File: config.mk
export PLATFORM = sky130hd
export DESIGN_NAME = prog_loader
export DESIGN_NICKNAME = d
export VERILOG_FILES = /design/src/rtl/prog_loader.sv
export SDC_FILE = /design/constraint.sdc
export NUM_CORES = 1
export LEC_CHECK = 0
export ABC_CLOCK_PERIOD_IN_PS = 3840
export BUFFER_PORTS_ARGS = -buffer_cell sky130_fd_sc_hd__buf_4
export CAP_MARGIN = 20
export CELL_PAD_IN_SITES_DETAIL_PLACEMENT = 0
export CELL_PAD_IN_SITES_GLOBAL_PLACEMENT = 2
export CORE_ASPECT_RATIO = 0.7
export CORE_MARGIN = 1.5
export CORE_UTILIZATION = 38
export CTS_CLUSTER_DIAMETER = 200
export DETAILED_ROUTE_END_ITERATION = 7
export MAX_ROUTING_LAYER = met4
export PLACE_DENSITY = 0.88
export RECOVER_POWER = 25
export SLEW_MARGIN = 20
export SYNTH_ARGS = -nofsm -noshare
export SYNTH_HDL_FRONTEND = slang
export SYNTH_SLANG_ARGS = --single-unit
File: constraint.sdc
create_clock -name clk_i -period 3.84 [get_ports clk_i]
set_input_delay 0 -clock clk_i [delete_from_list [all_inputs] [get_ports clk_i]]
set_output_delay 0 -clock clk_i [all_outputs]
set_load 0.005 [all_outputs]
File: src/rtl/prog_loader.sv
// prog_loader: streams a header-counted, little-endian program into the control unit.
// Optional checksum stage is enabled by defining PROG_LOADER_CHECKSUM_EN.
module prog_loader #(
   parameter int inst_width = 32,
   parameter int inst_limit = 1024
) (
   input  logic                  clk_i,
   input  logic                  reset_ni,
   input  logic                  start_i,
   input  logic                  rx_valid_i,
   input  logic [7:0]            rx_data_i,
   output logic                  rx_ready_o,
   output logic                  ctrl_reset_o,
   output logic                  load_o,
   output logic [inst_width-1:0] load_inst_o,
   output logic                  busy_o,
   output logic                  done_o,
   output logic                  err_o
);
   localparam int bpi = inst_width / 8;
   localparam int bcw = bpi > 1 ? $clog2(bpi) : 1;
   localparam logic [bcw-1:0] last_byte = bcw'(bpi - 1);
   localparam logic [15:0] limit = 16'(inst_limit);
   localparam logic [2:0] S_IDLE   = 3'd0;
   localparam logic [2:0] S_CLR    = 3'd1;
   localparam logic [2:0] S_HDR_LO = 3'd2;
   localparam logic [2:0] S_HDR_HI = 3'd3;
   localparam logic [2:0] S_DATA   = 3'd4;
   localparam logic [2:0] S_CHK    = 3'd5;
   localparam logic [2:0] S_DONE   = 3'd6;
   localparam logic [2:0] S_ERR    = 3'd7;
`ifdef PROG_LOADER_CHECKSUM_EN
   localparam logic [2:0] S_LAST = S_CHK;
`else
   localparam logic [2:0] S_LAST = S_DONE;
`endif
   logic [2:0]            state_q, state_d;
   logic [15:0]           count_q, inst_cnt_q, hdr_count;
   logic [7:0]            hdr_lo_q;
   logic [bcw-1:0]        byte_cnt_q;
   logic [inst_width-1:0] shift_q, shift_d;
   logic                  acc, inst_done, last_inst;
`ifdef PROG_LOADER_CHECKSUM_EN
   logic [7:0]            csum_q;
`endif
   assign acc       = rx_valid_i && rx_ready_o;
   assign hdr_count = {rx_data_i, hdr_lo_q};
   assign inst_done = acc && state_q == S_DATA && byte_cnt_q == last_byte;
   assign last_inst = inst_cnt_q + 16'd1 == count_q;
   assign shift_d   = inst_width'({rx_data_i, shift_q} >> 8);
   // next-state selection; start is only honoured from the idle-like states
   always_comb begin
      state_d = state_q;
      case (state_q)
         S_IDLE, S_DONE, S_ERR: state_d = start_i ? S_CLR : state_q;
         S_CLR:    state_d = S_HDR_LO;
         S_HDR_LO: state_d = acc ? S_HDR_HI : state_q;
         S_HDR_HI: state_d = !acc ? state_q : (hdr_count == 16'd0 || hdr_count > limit) ? S_ERR : S_DATA;
         S_DATA:   state_d = (inst_done && last_inst) ? S_LAST : state_q;
`ifdef PROG_LOADER_CHECKSUM_EN
         S_CHK:    state_d = !acc ? state_q : (rx_data_i == csum_q) ? S_DONE : S_ERR;
`endif
         default:  state_d = S_IDLE;
      endcase
   end
   // state and status outputs registered from the next state
   always_ff @(posedge clk_i or negedge reset_ni) begin
      if (!reset_ni) begin
         state_q      <= S_IDLE;
         rx_ready_o   <= 1'b0;
         busy_o       <= 1'b0;
         done_o       <= 1'b0;
         err_o        <= 1'b0;
         ctrl_reset_o <= 1'b1;
      end else begin
         state_q      <= state_d;
         rx_ready_o   <= state_d inside {S_HDR_LO, S_HDR_HI, S_DATA, S_CHK};
         busy_o       <= state_d inside {S_CLR, S_HDR_LO, S_HDR_HI, S_DATA, S_CHK};
         done_o       <= state_d == S_DONE;
         err_o        <= state_d == S_ERR;
         ctrl_reset_o <= state_d inside {S_IDLE, S_CLR, S_ERR};
      end
   end
   // header capture, byte assembly and instruction counting
   always_ff @(posedge clk_i or negedge reset_ni) begin
      if (!reset_ni) begin
         hdr_lo_q   <= '0;
         count_q    <= '0;
         inst_cnt_q <= '0;
         byte_cnt_q <= '0;
         shift_q    <= '0;
      end else if (state_q == S_CLR) begin
         inst_cnt_q <= '0;
         byte_cnt_q <= '0;
      end else if (acc) begin
         if (state_q == S_HDR_LO) hdr_lo_q <= rx_data_i;
         if (state_q == S_HDR_HI) count_q <= hdr_count;
         if (state_q == S_DATA) begin
            shift_q    <= shift_d;
            byte_cnt_q <= byte_cnt_q == last_byte ? '0 : byte_cnt_q + 1'b1;
            inst_cnt_q <= inst_done ? inst_cnt_q + 16'd1 : inst_cnt_q;
         end
      end
   end
   // one-cycle load strobe with the completed instruction
   always_ff @(posedge clk_i or negedge reset_ni) begin
      if (!reset_ni) begin
         load_o      <= 1'b0;
         load_inst_o <= '0;
      end else begin
         load_o      <= inst_done;
         load_inst_o <= inst_done ? shift_d : load_inst_o;
      end
   end
`ifdef PROG_LOADER_CHECKSUM_EN
   // running XOR over every data-phase byte
   always_ff @(posedge clk_i or negedge reset_ni) begin
      if (!reset_ni) csum_q <= '0;
      else if (state_q == S_CLR) csum_q <= '0;
      else if (acc && state_q == S_DATA) csum_q <= csum_q ^ rx_data_i;
   end
`endif
endmodule
## Word-level counts from Yosys, hierarchy flattened

Index checks and enable logic that the tools add are counted.

| cells by class | value |
|---|---|
| bitwise gates (word level) | 1 |
| add/subtract/negate cells | 2 |
| order comparisons | 1 |
| reduce and logical (&&, ||, !) cells | 20 |
| equal/unequal tests | 15 |
| muxes and demuxes | 14 |

Operators by type and width:

| cell | count |
|---|---|
| $mux 16 | 4 |
| $eq 3x3->1 const B | 7 |
| $add 16x1->16 const B | 1 |
| $eq 16x16->1 | 1 |
| $gt 16x11->1 const B | 1 |
| $logic_not 16->1 | 1 |
| $pmux 3 s5 | 1 |
| $eq 3x2->1 const B | 4 |
| $mux 3 | 4 |
| $reduce_and 3->1 | 4 |
| $mux 2 | 5 |
| $eq 3x1->1 const B | 2 |
| $logic_not 3->1 | 2 |
| $reduce_bool 2->1 | 3 |
| $reduce_bool 5->1 | 1 |
| $logic_and 1x1->1 | 4 |
| $reduce_bool 4->1 | 1 |
| $reduce_bool 3->1 | 1 |
| $reduce_or 3->1 | 1 |
| $add 2x1->2 const B | 1 |
| $eq 2x2->1 const B | 1 |
| $reduce_and 2->1 | 1 |
| $logic_or 1x1->1 | 1 |
| $not 1->1 | 1 |

| storage, ports and cells | value |
|---|---|
| register bits after elaboration | 115 |

## Longest topological paths before layout

Gate-level depths: netlist (run 1).

| depth | value |
|---|---|
| depth in word-level cells | 8 |
| gate-level depth with buffers | 10 |
| depth with buffers taken out | 9 |

## Worst setup path before layout (run 1)

No wires, ideal clock.

| timing | value |
|---|---|
| kind | register to register |
| start | register inst_cnt_q[0] |
| end | register ctrl_reset_o |
| arrival | 2.659 ns |
| buffers on the path | 0 |
| clock period less this slack | 2.743 ns |
| path slack | 1.097 ns |
| cell stages (with the launch flop) | 10 |
| cells stage by stage | dfrtp_1 -> ha_1 -> nand3_2 -> or3_1 -> nand2_1 -> or4b_2 -> o311ai_0 -> a31oi_2 -> ha_1 -> or2_2 |

| on the way | value |
|---|---|
| longest elaborated chain between the ends | 7 |
| elaborated cells between the ends (all ways) | 9 |
| classes of those cells | 1 x add/sub; 3 x eq/ne; 2 x mux; 3 x reduce/logical |

Ends and longest elaborated chain:

| item | line | source |
|---|---|---|
| start: declaration | 38 | `logic [15:0] count_q, inst_cnt_q, hdr_count;` |
| start signal: assignment | 101 | `inst_cnt_q <= inst_done ? inst_cnt_q + 16'd1 : inst_cnt_q;` |
| $add 16x1->16 (*) | 49 | `assign last_inst = inst_cnt_q + 16'd1 == count_q;` |
| $eq 16x16->1 (*) | 49 |  |
| $logic_and 1x1->1 (*) | 59 | `S_DATA: state_d = (inst_done && last_inst) ? S_LAST : state_q;` |
| $mux 3 (*) | 59 |  |
| $pmux 3 s5 (*) | 54 | `case (state_q)` |
| $eq 3x1->1, or another cell as far along | 81 | `ctrl_reset_o <= state_d inside {S_IDLE, S_CLR, S_ERR};` |
| $reduce_bool 3->1 (*) | 81 |  |
| end signal: assignment | 81 |  |
| end: declaration | 13 | `output logic ctrl_reset_o,` |

Every way passes the cells marked *; elsewhere a longest branch is shown, timed or not.
A chain may end at the register's enable or synchronous reset.

## Final worst setup path (run 1)

Same ends and word-level chain as after synthesis.

==> impl_metrics.csv, run 1 <==
group,metric,value,unit
outcome,status,"finished with violations",
outcome,violations,"capacitance limit, slew limit",
timing,hold_viol,0,
placed_design,io_buffers,49,
timing,finalSetupViolCount,0,
power,p_switching,0.000906,W
setup_path,arrival,3440,ps
cells_and_area,post-route-util,0.465,
cts,clk_latency,340,ps
job,maxCapViolations,1,
timing,relSlewSlack,-0.651,
hold_path,holdPathStages,3,
cts,numCtsBuffers,9,
cells_and_area,area_delta_synth_final,19.5,%
floorplanning,initial_utilization,0.389,
global_routing,grt-ovfl-total,0,
synth,synth_fp_nets,472,
global_routing,grt_max_degree,53,
synth,synthCells,457,
setup_path,end_kind,"flop",
synth,syn-cell-area,4830,µm²
setup_path,r2r_start,"inst_cnt_q[0]",
power,ir_worst_vdd,0.000335,V
drt,met3WireLength,510,µm
drt,top_layer,"met4",
cts,cts_sinks,107,
timing,slew_violations,48,
setup_path,rrSetupSlack,670,ps
placed_design,globalplace.congestion,0.843,
cts,clockBufferDepth,2,
floorplanning,die_w,138,µm
power,p_int,0.00233,W
timing,fin_skew,10.0,ps
synth,synth_warnings,0,
global_routing,grt_antenna_before_repair,0,
setup_path,cpPeakStageDelay,560,ps
setup_path,crit_family,"simple AND/OR/NAND/NOR gates",
setup_path,worstReg2RegEnd,"ctrl_reset_o",
power,power,0.00324,W
timing,period_share,0.826,
setup_path,critPathLaunch,"inst_cnt_q[0]",
global_routing,grt_usage,0.178,
drt,remaining_drc_errors,0,
cts,cts_max_level,3,
power,comb_power_share,0.203,
cells_and_area,stdcell_area,5780,µm²
cts,cts_tree,"yes",
timing,fmax,0.315,GHz
setup_path,cp_num_cells,9,
cells_and_area,most-common-layout-cells,"115 x nand2_1, 106 x dfrtp_1, 50 x mux2_2",
drt,wl_met2,4470,µm
synth,ys_types,53,
power,p_leak,2.81,nW
synth,ys_ff_latch,107,
drt,drt_first_pass_iters,4,
setup_path,criticalPathCategory,"reg -> reg",
drt,wl_per_cell,15.6,µm
cells_and_area,finalNetCount,525,
synth,ys_seq_area_frac,0.554,
cts,cts_resized,0,
setup_path,cp-endpoint,"ctrl_reset_o",
floorplanning,io_pins,50,
floorplanning,core_area,12400,µm²
setup_path,r2r_cells,9,
setup_path,critPathBufInv,0,
timing,worst_pin_slew,2480,ps
setup_path,path_max_fanout,7,
cts,root_buffer,"clkbuf_16",
setup_path,crit_required,4110,ps
timing,fin_tns_setup,0,ps
hold_path,hold_path.class,"in -> reg",
drt,wl,10600,µm
timing,hold_slack,93.9,ps
cells_and_area,drive_gt1_frac,0.256,
synth,syn_area_per_cell,10.6,µm²
cts,clk_pin_slew_worst_paths,70,ps
drt,wl_met1,5510,µm
floorplanning,num_rows,34,
power,clock_power_share,0.327,
timing,rsz0062_at_grt,"no",
power,swShare,0.280,
floorplanning,die_h,97.4,µm
setup_path,crit_slowest_cell,"nor4_1",
synth,yosys_most_used_dff,"dfrtp_1",
drt,num_vias,3411,
setup_path,cp_common_cell,"ha_1",
global_routing,grt_pass1_vias,3485,
floorplanning,die-area,13400,µm²
placed_design,dpl_cell_area,5350,µm²
setup_path,crit_path_cell_trace,"ha_1 -> nand3_2 -> nor4_1 -> xnor2_1 -> a2111oi_0 -> nor4b_2 -> a31oi_2 -> ha_1 -> or2_2",
power,p_per_area,560,nW/µm²
timing,fin_crit,3170,ps
synth,async_flop_share,1.00,
global_routing,grt_pass1_wl,18000,µm
drt,ant_nets,0,
cells_and_area,n_antenna_cell,0,
power,seq_power_share,0.469,
placed_design,hpwlAfterDp,7290,µm
synth,synth_edf_count,0,
drt,drt_iter0_drc,257,
cells_and_area,layout_commonest_cell,"nand2_1",
setup_path,crit_path_start_kind,"flop",
drt,via_per_inst,5.04,
[power groups by stage]
stage | logic (W) | clock network [W] | registers, W
5_1_grt | 0.000742 | 0.00114 | 0.00155
2_1_floorplan | 0.000538 | 0 | 0.00145
3_5_place_dp | 0.000657 | 0 | 0.00154
4_1_cts | 0.000667 | 0.00109 | 0.00152
6_report | 0.000657 | 0.00106 | 0.00152
3_3_place_gp | 0.000644 | 0 | 0.00154
[worst min-delay path by stage]
stage                     slack [ps]  startpoint             end
after floorplan                 -300    reset_ni          busy_o
after global placement            40    reset_ni  load_inst_o[0]
after detailed placement          50    reset_ni  load_inst_o[0]
after CTS                         90     start_i      state_q[0]
after global routing             120     start_i      state_q[0]
final                             90     start_i      state_q[0]
[area by class of cell]
class | instances | area [µm²]
fill | 1168 | 6640
clock inverter | 6 | 116
multi-input combinational | 320 | 2020
sequential | 107 | 2680
timing repair buffer | 64 | 499
inverter | 8 | 30.0
clock buffer | 10 | 229
tap | 162 | 203
[timing repair]
| item | CTS | global route |
|---|---|---|
| buffers inserted | 0 | 0 |
| hold endpoints to repair | 76 | 0 |
| hold buffers | 9 | 0 |
[sequential cells by signal, indices dropped and copies added (netlist names)]
signal,cells
rx_ready_o,1
err_o,1
state_q,3
load_o,1
shift_q,24
busy_o,1
done_o,1
hdr_lo_q,8
load_inst_o,32
inst_cnt_q,16
ctrl_reset_o,1
count_q,16
byte_cnt_q,2
[cells by family after synthesis]
family,share of synthesized area
xor gates and xnor gates,0.0326
AOI/OAI and AO/OA,0.0660
DFF,0.554
adders and majority gates,0.00776
muxes,0.123
and+or+nand+nor,0.189
buffers and inverters,0.0274
[tightest hold or removal path, delay by kind of cell]
kind                   cells  cell delay [ps]
AO/OA/AOI/OAI              2              260
buffers and inverters      1              100
[metrics by stage]
step | std cells | worst slack, ps
global placement | 652 | 888
finish | 677 | 667
detailed placement | 652 | 717
global route | 677 | 396
floorplan | 457 | 1100
CTS | 677 | 696
[synth_stat cells (6+ instances only)]
master,instances,area share
a21oi_1,8,0.0083
clkbuf_1,11,0.0085
dfrtp_1,106,0.55
inv_1,7,0.0054
mux2_2,50,0.12
nand2_1,115,0.089
nand3_1,9,0.0093
nand4_1,6,0.0078
nor2_1,24,0.019
nor4_1,7,0.0091
o21ai_0,26,0.027
xnor2_1,12,0.022
xor2_1,6,0.011
[routing by layer]
metal / global-route usage / vias to the layer above
met4: 0.0425 / 0
li1: - / 1666
met1: 0.271 / 1665
met3: 0.0339 / 7
met2: 0.244 / 73
met5: - / -
Power figures use the tool's default switching activity.
==> inputs of run 2 (changes only) <==
--- a/config.mk
+++ b/config.mk
@@ -5,7 +5,7 @@
 export SDC_FILE = /design/constraint.sdc
 export NUM_CORES = 1
 export LEC_CHECK = 0
-export ABC_CLOCK_PERIOD_IN_PS = 3840
+export ABC_CLOCK_PERIOD_IN_PS = 3100
 export BUFFER_PORTS_ARGS = -buffer_cell sky130_fd_sc_hd__buf_4
 export CAP_MARGIN = 20
 export CELL_PAD_IN_SITES_DETAIL_PLACEMENT = 0
==> constraint.sdc (replaced) <==
create_clock -name clk_i -period 3.1 [get_ports clk_i]
set_input_delay 0 -clock clk_i [delete_from_list [all_inputs] [get_ports clk_i]]
set_output_delay 0 -clock clk_i [all_outputs]
set_load 0.005 [all_outputs]
==> run 2 against run 1 <==
Final cell count is 0.74% higher. Via count up 3.3%. Critical path type unchanged. The run now ends clean. Largest cell class unchanged. Total power rose by 19%. Critical endpoint unchanged. Final area decreased by 0.32%.
==> impl_metrics.csv, run 2 (synthesis results as in run 1) <==
group,metric,value,unit
power,seq_power_share,0.492,
timing,finalSetupViolCount,0,
outcome,status,"finished, final reports clean",
job,maxCapViolations,0,
drt,ant_nets,0,
drt,drt_iter0_drc,232,
floorplanning,core_area,12400,µm²
timing,fin_crit,2930,ps
setup_path,critPathBufInv,0,
drt,wl_per_cell,16.4,µm
setup_path,crit_required,3380,ps
drt,drt_first_pass_iters,4,
power,clock_power_share,0.287,
placed_design,place_ws,14.5,ps
timing,fin_skew,5.35,ps
setup_path,crit_path_start_kind,"flop",
global_routing,grt_pass1_wl,18500,µm
setup_path,crit_path_cell_trace,"ha_2 -> nand3_2 -> or3_1 -> nand2_1 -> or4b_2 -> o311ai_0 -> a31oi_2 -> ha_1 -> or2_2",
cells_and_area,area_delta_synth_final,19.2,%
power,ir_worst_vdd,0.000316,V
hold_path,hold_path.class,"in -> reg",
cts,clk_pin_slew_worst_paths,70,ps
cts,cts_max_level,3,
cells_and_area,final_cells,682,
cts,cts_tree,"yes",
timing,slew_violations,0,
timing,fmax,0.341,GHz
drt,num_vias,3523,
cells_and_area,layout_commonest_cell,"nand2_1",
timing,fin_tns_setup,0,ps
power,power,0.00383,W
timing,hold_viol,0,
placed_design,placed_cells,657,
timing,relSlewSlack,0.169,
setup_path,criticalPathCategory,"reg -> reg",
cts,numCtsBuffers,9,
global_routing,grt_pass1_vias,3404,
cts,clockBufferDepth,2,
floorplanning,die_w,138,µm
cells_and_area,finalNetCount,530,
setup_path,arrival,3210,ps
timing,fin_ws,170,ps
drt,wl,11200,µm
cts,root_buffer,"clkbuf_16",
cells_and_area,largest_register_ffs,32,
global_routing,grt_usage,0.184,
setup_path,end_kind,"flop",
timing,worst_pin_slew,1250,ps
power,p_leak,2.78,nW
cts,clk_latency,350,ps
setup_path,cpPeakStageDelay,570,ps
cts,cts_setup_buffers,0,
cells_and_area,n_antenna_cell,0,
power,p_switching,0.00119,W
power,p_int,0.00265,W
cells_and_area,reg_top3,"load_inst_o (32), shift_q (24)",
power,comb_power_share,0.221,
cells_and_area,most-common-layout-cells,"115 x nand2_1, 106 x dfrtp_1, 50 x mux2_2",
placed_design,io_buffers,49,
timing,period_share,0.945,
setup_path,path_max_fanout,7,
cells_and_area,drive_gt1_frac,0.267,
floorplanning,die_h,97.4,µm
cells_and_area,top_register,"load_inst_o",
floorplanning,die-area,13400,µm²
power,p_per_area,666,nW/µm²
power,swShare,0.309,
placed_design,hpwlAfterDp,7470,µm
global_routing,grt_antenna_before_repair,0,
setup_path,crit_family,"simple AND/OR/NAND/NOR gates",
floorplanning,io_pins,50,
global_routing,grt_max_degree,93,
global_routing,grt-ovfl-total,0,
floorplanning,num_rows,34,
cts,cts_sinks,107,
placed_design,globalplace.congestion,0.798,
drt,remaining_drc_errors,0,
drt,via_per_inst,5.17,
setup_path,crit_slowest_cell,"or4b_2",
floorplanning,initial_utilization,0.389,
[run 2: cell count changes in the layout (fill, tap and decap cells not counted)]
cell,delta
a2111oi_0,-1
a2111oi_2,+1
buf_4,-13
bufinv_16,-3
clkbuf_4,+17
clkinvlp_4,+4
ha_1,-1
ha_2,+1
inv_6,-1
inv_8,+1
[run 2: area by class of cell]
class | instances | area, µm²
fill | 1137 | 6660
inverter | 8 | 30.0
clock inverter | 7 | 58.8
multi-input combinational | 320 | 2030
sequential | 107 | 2680
timing repair buffer | 69 | 533
clock buffer | 9 | 225
tap | 162 | 203
[run 2: worst paths after layout]
path / start / depth (start not counted) / slack (ps) / endpoint
setup / recovery: inst_cnt_q[1] / 9 / 170 / ctrl_reset_o
hold / removal: start_i / 3 / 90 / state_q[0]
setup reg to reg: inst_cnt_q[1] / 9 / 170 / ctrl_reset_o
hold reg to reg: shift_q[10] / 2 / 470 / load_inst_o[2]
max in group asynchronous: reset_ni / 3 / 1020 / load_inst_o[1]
min in group asynchronous: reset_ni / 2 / 270 / load_inst_o[30]
[run 2: worst reg2reg max path: cells and delay by family, from the launching register on]
family | cells | cell delay, ps
adder cells (fa/ha/maj) | 2 | 520
AND/OR/NAND/NOR | 5 | 1550
AO/OA/AOI/OAI | 2 | 370
flip-flops | 1 | 420
[run 2: metrics by stage]
step	instance area (µm²)	hold slack, ps	util
3_5_place_dp	5400	-121	0.435
4_1_cts	5770	47.3	0.465
3_3_place_gp	5400	-128	0.435
6_report	5760	93.9	0.464
5_1_grt	5760	140	0.464
2_1_floorplan	4830	-296	-
[run 2: power groups by stage]
stage               clock network [W]  registers, W  logic (W)
finish                        0.00110       0.00189   0.000849
global route                  0.00119       0.00192   0.000940
CTS                           0.00113       0.00189   0.000852
detailed placement                  0       0.00191   0.000835
global placement                    0       0.00190   0.000814
floorplan                           0       0.00180   0.000666
[run 2: per-layer routing]
| metal | vias to the layer above | wire, µm | GRT usage |
|---|---|---|---|
| li1 | 1683 | - | - |
| met1 | 1758 | 5660 | 0.277 |
| met2 | 75 | 4930 | 0.257 |
| met3 | 7 | 466 | 0.0391 |
| met4 | 0 | 92 | 0.0369 |
| met5 | - | 0 | - |
[run 2: what timing repair did]
item,4_1_cts,5_1_grt
gates resized for setup,1,2
endpoints found under the hold margin,139,0
endpoints found under the setup margin,1,1
hold buffers,9,0
==> inputs of run 3 (changes only) <==
--- a/config.mk
+++ b/config.mk
@@ -5,18 +5,18 @@
 export SDC_FILE = /design/constraint.sdc
 export NUM_CORES = 1
 export LEC_CHECK = 0
-export ABC_CLOCK_PERIOD_IN_PS = 3100
+export ABC_CLOCK_PERIOD_IN_PS = 3490
 export BUFFER_PORTS_ARGS = -buffer_cell sky130_fd_sc_hd__buf_4
 export CAP_MARGIN = 20
 export CELL_PAD_IN_SITES_DETAIL_PLACEMENT = 0
 export CELL_PAD_IN_SITES_GLOBAL_PLACEMENT = 2
 export CORE_ASPECT_RATIO = 0.7
 export CORE_MARGIN = 1.5
-export CORE_UTILIZATION = 38
+export CORE_UTILIZATION = 41
 export CTS_CLUSTER_DIAMETER = 200
 export DETAILED_ROUTE_END_ITERATION = 7
 export MAX_ROUTING_LAYER = met4
-export PLACE_DENSITY = 0.88
+export PLACE_DENSITY = 0.93
 export RECOVER_POWER = 25
 export SLEW_MARGIN = 20
 export SYNTH_ARGS = -nofsm -noshare
==> constraint.sdc (replaced) <==
create_clock -name clk_i -period 3.49 [get_ports clk_i]
set_input_delay 0 -clock clk_i [delete_from_list [all_inputs] [get_ports clk_i]]
set_output_delay 0 -clock clk_i [all_outputs]
set_load 0.005 [all_outputs]
==> run 3 against run 2 <==
The run now ends with capacitance limit, slew limit left. Final cell count down 1.8%. Total power shrank 10%. Largest cell class unchanged. Critical endpoint unchanged. Clock-buffer cell count grew 4. Sequential share of layout area up 0.14 points. Combinational power decreased by 14%. Sequential power fell by 12%. Non-clock buffer count down 3. Flip-flop and latch count stayed put. Wire length down 6.4%. Core utilization up 4.7 points.
==> impl_metrics.csv, run 3 (synthesis results as in run 1) <==
group,metric,value,unit
global_routing,grt_usage,0.189,
drt,drt_iter0_drc,215,
cells_and_area,stdcell_area,5740,µm²
drt,wl_per_cell,15.6,µm
power,p_leak,2.78,nW
floorplanning,die_h,93.9,µm
drt,drt_first_pass_iters,4,
placed_design,globalplace.congestion,0.812,
cells_and_area,top_register,"load_inst_o",
cells_and_area,n_antenna_cell,0,
placed_design,place_ws,398,ps
setup_path,crit_slowest_cell,"nor4_1",
cts,cts_setup_buffers,0,
setup_path,cpPeakStageDelay,520,ps
floorplanning,num_rows,32,
setup_path,crit_path_start_kind,"flop",
floorplanning,die_w,133,µm
power,p_per_area,600,nW/µm²
power,power,0.00345,W
placed_design,dpl_cell_area,5350,µm²
setup_path,arrival,3430,ps
setup_path,crit_path_cell_trace,"ha_1 -> nand3_2 -> nor4_1 -> xnor2_1 -> a2111oi_0 -> nor4b_2 -> a31oi_2 -> ha_1 -> or2_2",
power,ir_worst_vdd,0.000354,V
cts,cts_resized,0,
cells_and_area,area_delta_synth_final,18.8,%
setup_path,criticalPathCategory,"reg -> reg",
timing,fmax,0.317,GHz
timing,fin_ws,334,ps
drt,via_per_inst,5.15,
timing,fin_tns_setup,0,ps
drt,remaining_drc_errors,0,
global_routing,grt_max_degree,77,
timing,finalSetupViolCount,0,
setup_path,crit_family,"simple AND/OR/NAND/NOR gates",
floorplanning,die-area,12500,µm²
cts,root_buffer,"clkbuf_16",
cts,numCtsBuffers,9,
power,swShare,0.284,
drt,num_vias,3451,
floorplanning,io_pins,50,
timing,hold_viol,0,
setup_path,path_max_fanout,7,
cells_and_area,largest_register_ffs,32,
drt,wl,10400,µm
power,p_switching,0.000980,W
timing,slew_violations,77,
job,maxCapViolations,1,
setup_path,critPathBufInv,0,
cts,cts_tree,"yes",
setup_path,cp_common_cell,"ha_1",
floorplanning,core_area,11300,µm²
timing,period_share,0.904,
cts,cts_max_level,3,
timing,fin_crit,3160,ps
cts,clk_pin_slew_worst_paths,70,ps
timing,fin_skew,6.69,ps
power,comb_power_share,0.211,
cells_and_area,layout_commonest_cell,"nand2_1",
setup_path,cp_num_cells,9,
global_routing,grt_pass1_wl,17700,µm
cts,cts_sinks,107,
setup_path,r2r_cells,9,
global_routing,grt-ovfl-total,0,
placed_design,hpwlAfterDp,7150,µm
timing,worst_pin_slew,1870,ps
power,clock_power_share,0.307,
timing,rsz0062_at_grt,"no",
setup_path,r2r_start,"inst_cnt_q[0]",
setup_path,crit_required,3760,ps
timing,relSlewSlack,-0.245,
setup_path,rrSetupSlack,330,ps
cells_and_area,most-common-layout-cells,"115 x nand2_1, 106 x dfrtp_1, 50 x mux2_2",
setup_path,end_kind,"flop",
cts,clk_latency,340,ps
placed_design,io_buffers,49,
setup_path,cp-endpoint,"ctrl_reset_o",
cells_and_area,finalNetCount,527,
cts,clockBufferDepth,2,
drt,ant_nets,0,
setup_path,critPathLaunch,"inst_cnt_q[0]",
global_routing,grt_pass1_vias,3433,
cells_and_area,drive_gt1_frac,0.255,
power,p_int,0.00247,W
outcome,violations,"capacitance limit, slew limit",
cells_and_area,reg_top3,"load_inst_o (32), shift_q (24)",
setup_path,worstReg2RegEnd,"ctrl_reset_o",
outcome,status,"finished with violations",
hold_path,holdPathStages,3,
floorplanning,initial_utilization,0.430,
global_routing,grt_antenna_before_repair,0,
power,seq_power_share,0.482,
hold_path,hold_path.class,"in -> reg",
## run 3: final cells by class
| cell class | count | area (µm²) |
|---|---|---|
| fillers | 990 | 5510 |
| clock inverters | 3 | 45.0 |
| flip-flops and latches | 107 | 2680 |
| well taps | 153 | 191 |
| inverters | 8 | 30.0 |
| repair buffers | 66 | 504 |
| clock buffers | 13 | 270 |
| multi-input cells | 320 | 2020 |
## run 3: power groups by stage
stage	Sequential [W]	Combinational [W]	Clock [W]
floorplan	0.00160	0.000592	0
global placement	0.00168	0.000710	0
detailed placement	0.00169	0.000728	0
CTS	0.00167	0.000741	0.00108
global route	0.00170	0.000813	0.00114
finish	0.00166	0.000728	0.00106
## run 3: routing by layer
layer / wire [µm] / vias to the layer above / GRT usage / share of wire
met5: 0 / - / - / 0
met4: 102 / 0 / 0.0522 / 0.0098
met3: 451 / 9 / 0.0399 / 0.043
met2: 4400 / 77 / 0.268 / 0.42
met1: 5490 / 1691 / 0.272 / 0.53
li1: - / 1674 / - / -
## run 3: worst min-delay path by stage
stage / start / to / slack (ps)
global placement: reset_ni / load_inst_o[4] / 210
finish: start_i / state_q[0] / 90
global route: start_i / state_q[0] / 150
detailed placement: reset_ni / load_inst_o[4] / 210
CTS: start_i / state_q[0] / 80
floorplan: reset_ni / busy_o / -300
## run 3: per-stage QoR
| step | util | cells | hold WS (ps) |
|---|---|---|---|
| 2_1_floorplan | - | 457 | -296 |
| 3_3_place_gp | 0.476 | 645 | 207 |
| 3_5_place_dp | 0.476 | 645 | 209 |
| 4_1_cts | 0.512 | 670 | 82.7 |
| 5_1_grt | 0.510 | 670 | 152 |
| 6_report | 0.510 | 670 | 85.5 |
## run 3: timing repair
action                                  4_1_cts  5_1_grt
hold endpoints to repair                    106        0
endpoints found under the setup margin        0        0
hold buffers                                  9        0
## run 3: worst min-delay path, cell delays in order
cell and delay, ps:
buf_4 90, a31oi_1 70, o21ai_0 190
